[src/rtl/pc_fetch_sequencer_pkg.sv]
// Shared types and constants for the PC fetch sequencer and its opcode classifier.
package pc_fetch_sequencer_pkg;

  typedef enum logic [2:0] {
    RESET_S = 3'd0,
    FETCH   = 3'd1,
    DECODE  = 3'd2,
    EXEC    = 3'd3,
    UPDATE  = 3'd4
  } state_t;

  localparam int OPC_MSB = 31;
  localparam int OPC_LSB = 26;
  localparam int OPC_W   = OPC_MSB - OPC_LSB + 1;

  localparam logic [OPC_W-1:0] OPC_J   = 6'b000010;
  localparam logic [OPC_W-1:0] OPC_JAL = 6'b000011;
  localparam logic [OPC_W-1:0] OPC_BEQ = 6'b000100;
  localparam logic [OPC_W-1:0] OPC_BNE = 6'b000101;

  localparam int TIMEOUT_CYCLES = 16;

  function automatic logic [OPC_W-1:0] opcode_of(input logic [31:0] word);
    return word[OPC_MSB:OPC_LSB];
  endfunction

endpackage

[src/rtl/pc_fetch_sequencer_opcode_classifier.sv]
// Combinational opcode classifier: flags jump and conditional-branch opcodes.
// Shared with the hazard unit, so it must stay purely combinational.
module pc_fetch_sequencer_opcode_classifier
  import pc_fetch_sequencer_pkg::*;
(
  input  logic [OPC_W-1:0] opcode,
  output logic             is_jump,
  output logic             is_beq,
  output logic             is_bne
);

  assign is_jump = (opcode == OPC_J) || (opcode == OPC_JAL);
  assign is_beq  = (opcode == OPC_BEQ);
  assign is_bne  = (opcode == OPC_BNE);

endmodule

[src/rtl/pc_fetch_sequencer.sv]
// Multi-cycle fetch/decode/execute/update sequencer; sole source of PC write enables.
// Optional fetch watchdog enabled by defining FETCH_TIMEOUT_EN.
module pc_fetch_sequencer
  import pc_fetch_sequencer_pkg::*;
(
  input  logic        clk,
  input  logic        reset,
  output logic        imem_req,
  input  logic        imem_ack,
  input  logic [31:0] imem_rdata,
  output logic [31:0] instr,
  output logic        exec_start,
  input  logic        exec_done,
  input  logic        alu_zero,
  input  logic        stall,
  output logic        pc_step,
  output logic        jump,
  output logic        branch,
  output logic        fetch_err
);

  state_t      state_r, state_s;
  logic        imem_req_r, req_s;
  logic        exec_start_r, start_s;
  logic [31:0] instr_r;
  logic        is_jump_r, is_beq_r, is_bne_r, taken_r;
  logic        fetch_ok_s, step_s;
  logic        dec_jump_s, dec_beq_s, dec_bne_s;

  pc_fetch_sequencer_opcode_classifier u_classifier (
    .opcode  (opcode_of(instr_r)),
    .is_jump (dec_jump_s),
    .is_beq  (dec_beq_s),
    .is_bne  (dec_bne_s)
  );

`ifdef FETCH_TIMEOUT_EN
  localparam logic [4:0] TMO_LAST = 5'(TIMEOUT_CYCLES - 1);
  logic [4:0] tmo_cnt_r;
  logic       fetch_err_r;

  // Watchdog: count unacknowledged request cycles, flag a sticky error on expiry
  always_ff @(posedge clk) begin
    if (!reset) begin
      tmo_cnt_r   <= 5'd0;
      fetch_err_r <= 1'b0;
    end else if (state_r == FETCH && imem_req_r && !imem_ack) begin
      if (tmo_cnt_r == TMO_LAST) begin
        tmo_cnt_r   <= 5'd0;
        fetch_err_r <= 1'b1;
      end else begin
        tmo_cnt_r   <= tmo_cnt_r + 5'd1;
      end
    end else begin
      tmo_cnt_r <= 5'd0;
    end
  end

  assign fetch_err = fetch_err_r;
`else
  assign fetch_err = 1'b0;
`endif

  // Next-state and strobe decode
  always_comb begin
    state_s    = state_r;
    req_s      = imem_req_r;
    start_s    = 1'b0;
    fetch_ok_s = 1'b0;
    step_s     = 1'b0;
    case (state_r)
      RESET_S: begin
        state_s = FETCH;
        req_s   = 1'b1;
      end
      FETCH: begin
        // an ack only counts while the request is actually up
        if (imem_req_r && imem_ack) begin
          fetch_ok_s = 1'b1;
          start_s    = 1'b1;
          req_s      = 1'b0;
          state_s    = DECODE;
        end else begin
`ifdef FETCH_TIMEOUT_EN
          if (!imem_req_r) begin
            req_s = 1'b1;
          end else if (tmo_cnt_r == TMO_LAST) begin
            req_s = 1'b0;
          end else begin
            req_s = 1'b1;
          end
`else
          req_s = 1'b1;
`endif
        end
      end
      DECODE: begin
        state_s = EXEC;
      end
      EXEC: begin
        if (exec_done) begin
          state_s = UPDATE;
        end else begin
          state_s = EXEC;
        end
      end
      UPDATE: begin
        if (!stall) begin
          step_s  = 1'b1;
          req_s   = 1'b1;
          state_s = FETCH;
        end else begin
          state_s = UPDATE;
        end
      end
      default: begin
        state_s = RESET_S;
        req_s   = 1'b0;
      end
    endcase
  end

  // State, instruction register and per-instruction flags
  always_ff @(posedge clk) begin
    if (!reset) begin
      state_r      <= RESET_S;
      imem_req_r   <= 1'b0;
      exec_start_r <= 1'b0;
      instr_r      <= 32'd0;
      is_jump_r    <= 1'b0;
      is_beq_r     <= 1'b0;
      is_bne_r     <= 1'b0;
      taken_r      <= 1'b0;
    end else begin
      state_r      <= state_s;
      imem_req_r   <= req_s;
      exec_start_r <= start_s;
      if (fetch_ok_s) begin
        instr_r <= imem_rdata;
      end
      if (state_r == DECODE) begin
        is_jump_r <= dec_jump_s;
        is_beq_r  <= dec_beq_s;
        is_bne_r  <= dec_bne_s;
      end
      if (state_r == EXEC && exec_done) begin
        taken_r <= (is_beq_r & alu_zero) | (is_bne_r & ~alu_zero);
      end
    end
  end

  // PC strobes fire in the UPDATE cycle itself so the PC is new when FETCH starts
  assign imem_req   = imem_req_r;
  assign exec_start = exec_start_r;
  assign instr      = instr_r;
  assign pc_step    = step_s;
  assign jump       = step_s & is_jump_r;
  assign branch     = step_s & taken_r & ~is_jump_r;

endmodule

[config.mk]
export PLATFORM = sky130hd
export DESIGN_NAME = pc_fetch_sequencer
export DESIGN_NICKNAME = d
export VERILOG_FILES = /design/src/rtl/pc_fetch_sequencer_pkg.sv /design/src/rtl/pc_fetch_sequencer_opcode_classifier.sv /design/src/rtl/pc_fetch_sequencer.sv
export SDC_FILE = /design/constraint.sdc
export NUM_CORES = 1
export LEC_CHECK = 0
export ABC_CLOCK_PERIOD_IN_PS = 1300
export CELL_PAD_IN_SITES_DETAIL_PLACEMENT = 1
export CELL_PAD_IN_SITES_GLOBAL_PLACEMENT = 1
export CORE_UTILIZATION = 27
export DETAILED_ROUTE_END_ITERATION = 10
export GPL_TIMING_DRIVEN = 0
export MAX_ROUTING_LAYER = met4
export PLACE_DENSITY = 0.78
export SLEW_MARGIN = 0
export SYNTH_ARGS = -nofsm -noshare
export SYNTH_HDL_FRONTEND = slang
export SYNTH_SLANG_ARGS = --single-unit
[constraint.sdc]
create_clock -name clk -period 1.3 [get_ports clk]
set_input_delay 0.13 -clock clk [delete_from_list [all_inputs] [get_ports clk]]
set_output_delay 0.13 -clock clk [all_outputs]
set_load 0.05 [all_outputs]
==> implementation parameters <==
Parameter                              Value

Min path
  Min-Delay Path Class    in -> reg
  Hold depth    3
  Worst-case hold path end point    instr[28]$_SDFFE_PN0P_
  Hold Crit Start    reset

Route
  Total iterations of the first detailed-routing run    4
  Antenna Nets Post-Route    0
  First-iteration detailed-routing DRC count    18
  Total detailed-routing wirelength    4870 microns
  Number of vias per cell    4.53
  Number of DRC violations after detailed routing    0
  Overall via count from detail_route    1,618
  Average wire per standard cell    13.6 microns

Cells and area
  Antenna cells    0
  Fillers    705
  Number of non-filler instances in the completed layout    357
  Nets    319
  Area of all placed cells without fillers    2840 sq um
  Share of the core filled with cells    0.469
  Layout cells sized above 1    0.230
  Area overhead of the layout relative to synthesis    63.2%

Placement
  DP Worst Slack    -0.783 ns
  Cell area after placement    2600 sq um
  Number of placed cells counting well taps    338
  I/O Buffers    73
  Half-perimeter wire length after placement    3360 microns
  Final RePlAce weighted congestion    0.670

Floorplanning
  Effective utilization at floorplan    0.287
  Number of core rows    28
  Floorplan die area    6780 sq um
  IO Pins    76
  Y dimension of the die    82.3 microns
  Chip Width    82.3 microns
  Core outline area    6060 sq um

STA
  Final critical-path required period    1.48 ns
  Final Hold Vio Count    0
  Setup repair after global routing missed its margin    true
  Final setup violation count    3
  Worst setup slack after layout    -0.183 ns
  Ratio of final minimum period to clock period    1.14
  Max Transition Viols Final    0
  Maximum clock frequency    674 MHz
  Worst Clk Skew    0.00560 ns
  Minimum hold slack    0.264 ns

Critical path
  Setup slack on the worst flop-to-flop path    0.02 ns
  Kind of start point of the critical path    register
  Worst Path Class, Setup    reg -> out
  R2R Path Start    state_r[2]$_SDFFE_PN0P_
  Worst reg-to-reg path cell count    5
  Data arrival, critical path    1.35 ns
  Critical-path maximum fanout    3
  Required time at the endpoint of the critical path    1.17 ns
  Worst r2r dst    instr[8]$_SDFFE_PN0P_
  Sort of element at the end of the critical path    output pin

Run status
  Status    finished, violations left
  Violations in the final reports    setup timing

GRT
  Number of antenna violations at the first check in global routing    0
  GR Util All Layers    0.151
  Global-route wire length before repair    7370 microns
  Largest net degree at the start of global routing    14
  Global route total overflow    0
  Vias in the first global route    1,609

Pwr
  Power per Cell Area    1050 nW/um^2
  Static Leakage    1.11 nW
  Worst VDD drop    0.445 mV

Job
  Max-cap violations    0

Synth
  Distinct cell type count after synthesis    31
  Synthesized instance count    190
  Synthesis-stage register bit count    41
  Register area share after synthesis    0.471
  Count of yosys warnings during synthesis    0
  Synth Net Count    228
  Per-instance average area after synthesis    9.17 sq um
  Post-synth design cell area    1740 sq um

Clocking
  Clk slew on worst S/H paths    0.08 ns
  Clock Root Buffer    clkbuf_8
  Maximum level of the CTS H-tree    2
  CTS tree    yes
  Sink Count    41
  Maximum clock path buffer count    2
  Number of CTS-inserted buffers    5
  Clock latency of the later-clocked register in the worst-skew pair    0.29 ns
-- through the flow --
stage	TNS [ns]	power (mW)
3_3_place_gp	-11.55	1.89
2_1_floorplan	-0.751	1.67
4_1_cts	-0.452	3.01
3_5_place_dp	-12.40	1.90
6_report	-0.436	2.98
5_1_grt	-0.812	3.09
-- power breakdown --
group,internal [mW],switching [mW],total (mW)
clock network,0.626,0.458,1.08
logic,0.259,0.305,0.564
registers,1.30,0.0316,1.33
-- worst max-delay path by stage --
stage,depth (start not counted),to,slack [ns],startpoint
floorplan,3,branch,-0.39,state_r[0]$_SDFFE_PN0P_
global placement,4,branch,-0.78,stall
detailed placement,4,branch,-0.78,stall
CTS,4,branch,-0.20,state_r[1]$_SDFFE_PN0P_
global route,4,branch,-0.24,state_r[1]$_SDFFE_PN0P_
finish,4,branch,-0.18,state_r[1]$_SDFFE_PN0P_
-- registers in the layout, summed over array words and instances, names as in the netlist --
name and flops:
taken_r 1, exec_start 1, is_bne_r 1, imem_req 1, is_jump_r 1, instr 32
is_beq_r 1, state_r 3
-- cell usage after synthesis (all sizes together) --
master | number | area, sq um
a211oi | 1 | 7.51
nor4b | 1 | 8.76
and2 | 3 | 18.8
dfxtp | 41 | 821
nor4bb | 1 | 10.0
nand3b | 2 | 15.0
nor3 | 2 | 21.3
o22ai | 2 | 12.5
and3b | 2 | 17.5
mux2 | 1 | 11.3
clkbuf | 8 | 30.0
nor3b | 1 | 12.5
nand4b | 1 | 8.76
mux2i | 33 | 330
o21a | 2 | 15.0
a31oi | 1 | 6.26
nand3 | 2 | 10.0
o21ai | 2 | 10.0
a21boi | 1 | 7.51
nor2b | 2 | 12.5
nand2b | 1 | 13.8
nand2 | 69 | 259
nand4 | 1 | 6.26
o31ai | 1 | 7.51
buf | 6 | 51.3
nor2 | 1 | 3.75
o311a | 1 | 10.0
conb | 1 | 3.75
-- logic make-up (layout without fill, tap and decap cells) --
group	count (synthesis)	count (layout)	synth area share
buffers and inverters	14	106	0.0467
AO/OA/AOI/OAI	11	11	0.0438
flip-flops	41	41	0.471
multiplexers	34	34	0.196
other	1	1	0.00215
AND/OR/NAND/NOR	89	89	0.240
-- what timing repair did --
action | CTS | global route
setup endpoints to repair | 70 | 50
buffers inserted | 8 | 1
hold buffers | 0 | 0
cloned | 0 | 3
gates resized for setup | 101 | 25
pin swaps | 1 | 2
-- worst max-delay path, cell delays in order, from the launching register on --
cell	delay, ns
dfxtp_2	0.33
buf_6	0.12
nor4b_4	0.24
and3b_2	0.23
buf_6	0.15
-- final cells by class --
class | instances | area (sq um) | area share
buffer | 13 | 109 | 0.0383
clock inverter | 2 | 36.3 | 0.0128
timing repair buffer | 85 | 825 | 0.290
clock buffer | 6 | 82.6 | 0.0290
multi-input combinational | 135 | 863 | 0.304
tap | 75 | 93.8 | 0.0330
sequential | 41 | 833 | 0.293
-- cell usage in the layout, fill, tap and decap left out, types with 3 or more instances in the layout --
cell             Yosys  layout
clkbuf_1             8       8
nand2_1             69      69
clkbuf_16            0       3
dfxtp_4              0       3
buf_12               0       4
dfxtp_1             41      37
clkdlybuf4s15_1      0       7
clkdlybuf4s50_1      0      36
buf_6                3       3
clkdlybuf4s15_2      0      10
clkbuf_8             0       6
buf_4                1       9
clkbuf_2             0      16
mux2i_1             33      33
-- metal layers --
| metal | wire, microns | up-vias | GRT usage | part of all wire |
|---|---|---|---|---|
| li1 | - | 812 | - | - |
| met1 | 2120 | 759 | 0.165 | 0.43 |
| met2 | 2470 | 43 | 0.260 | 0.51 |
| met3 | 252 | 4 | 0.0495 | 0.052 |
| met4 | 32 | 0 | 0.0421 | 0.0066 |
| met5 | 0 | - | - | 0 |
No activity file was read; power rests on OpenSTA's default activity.
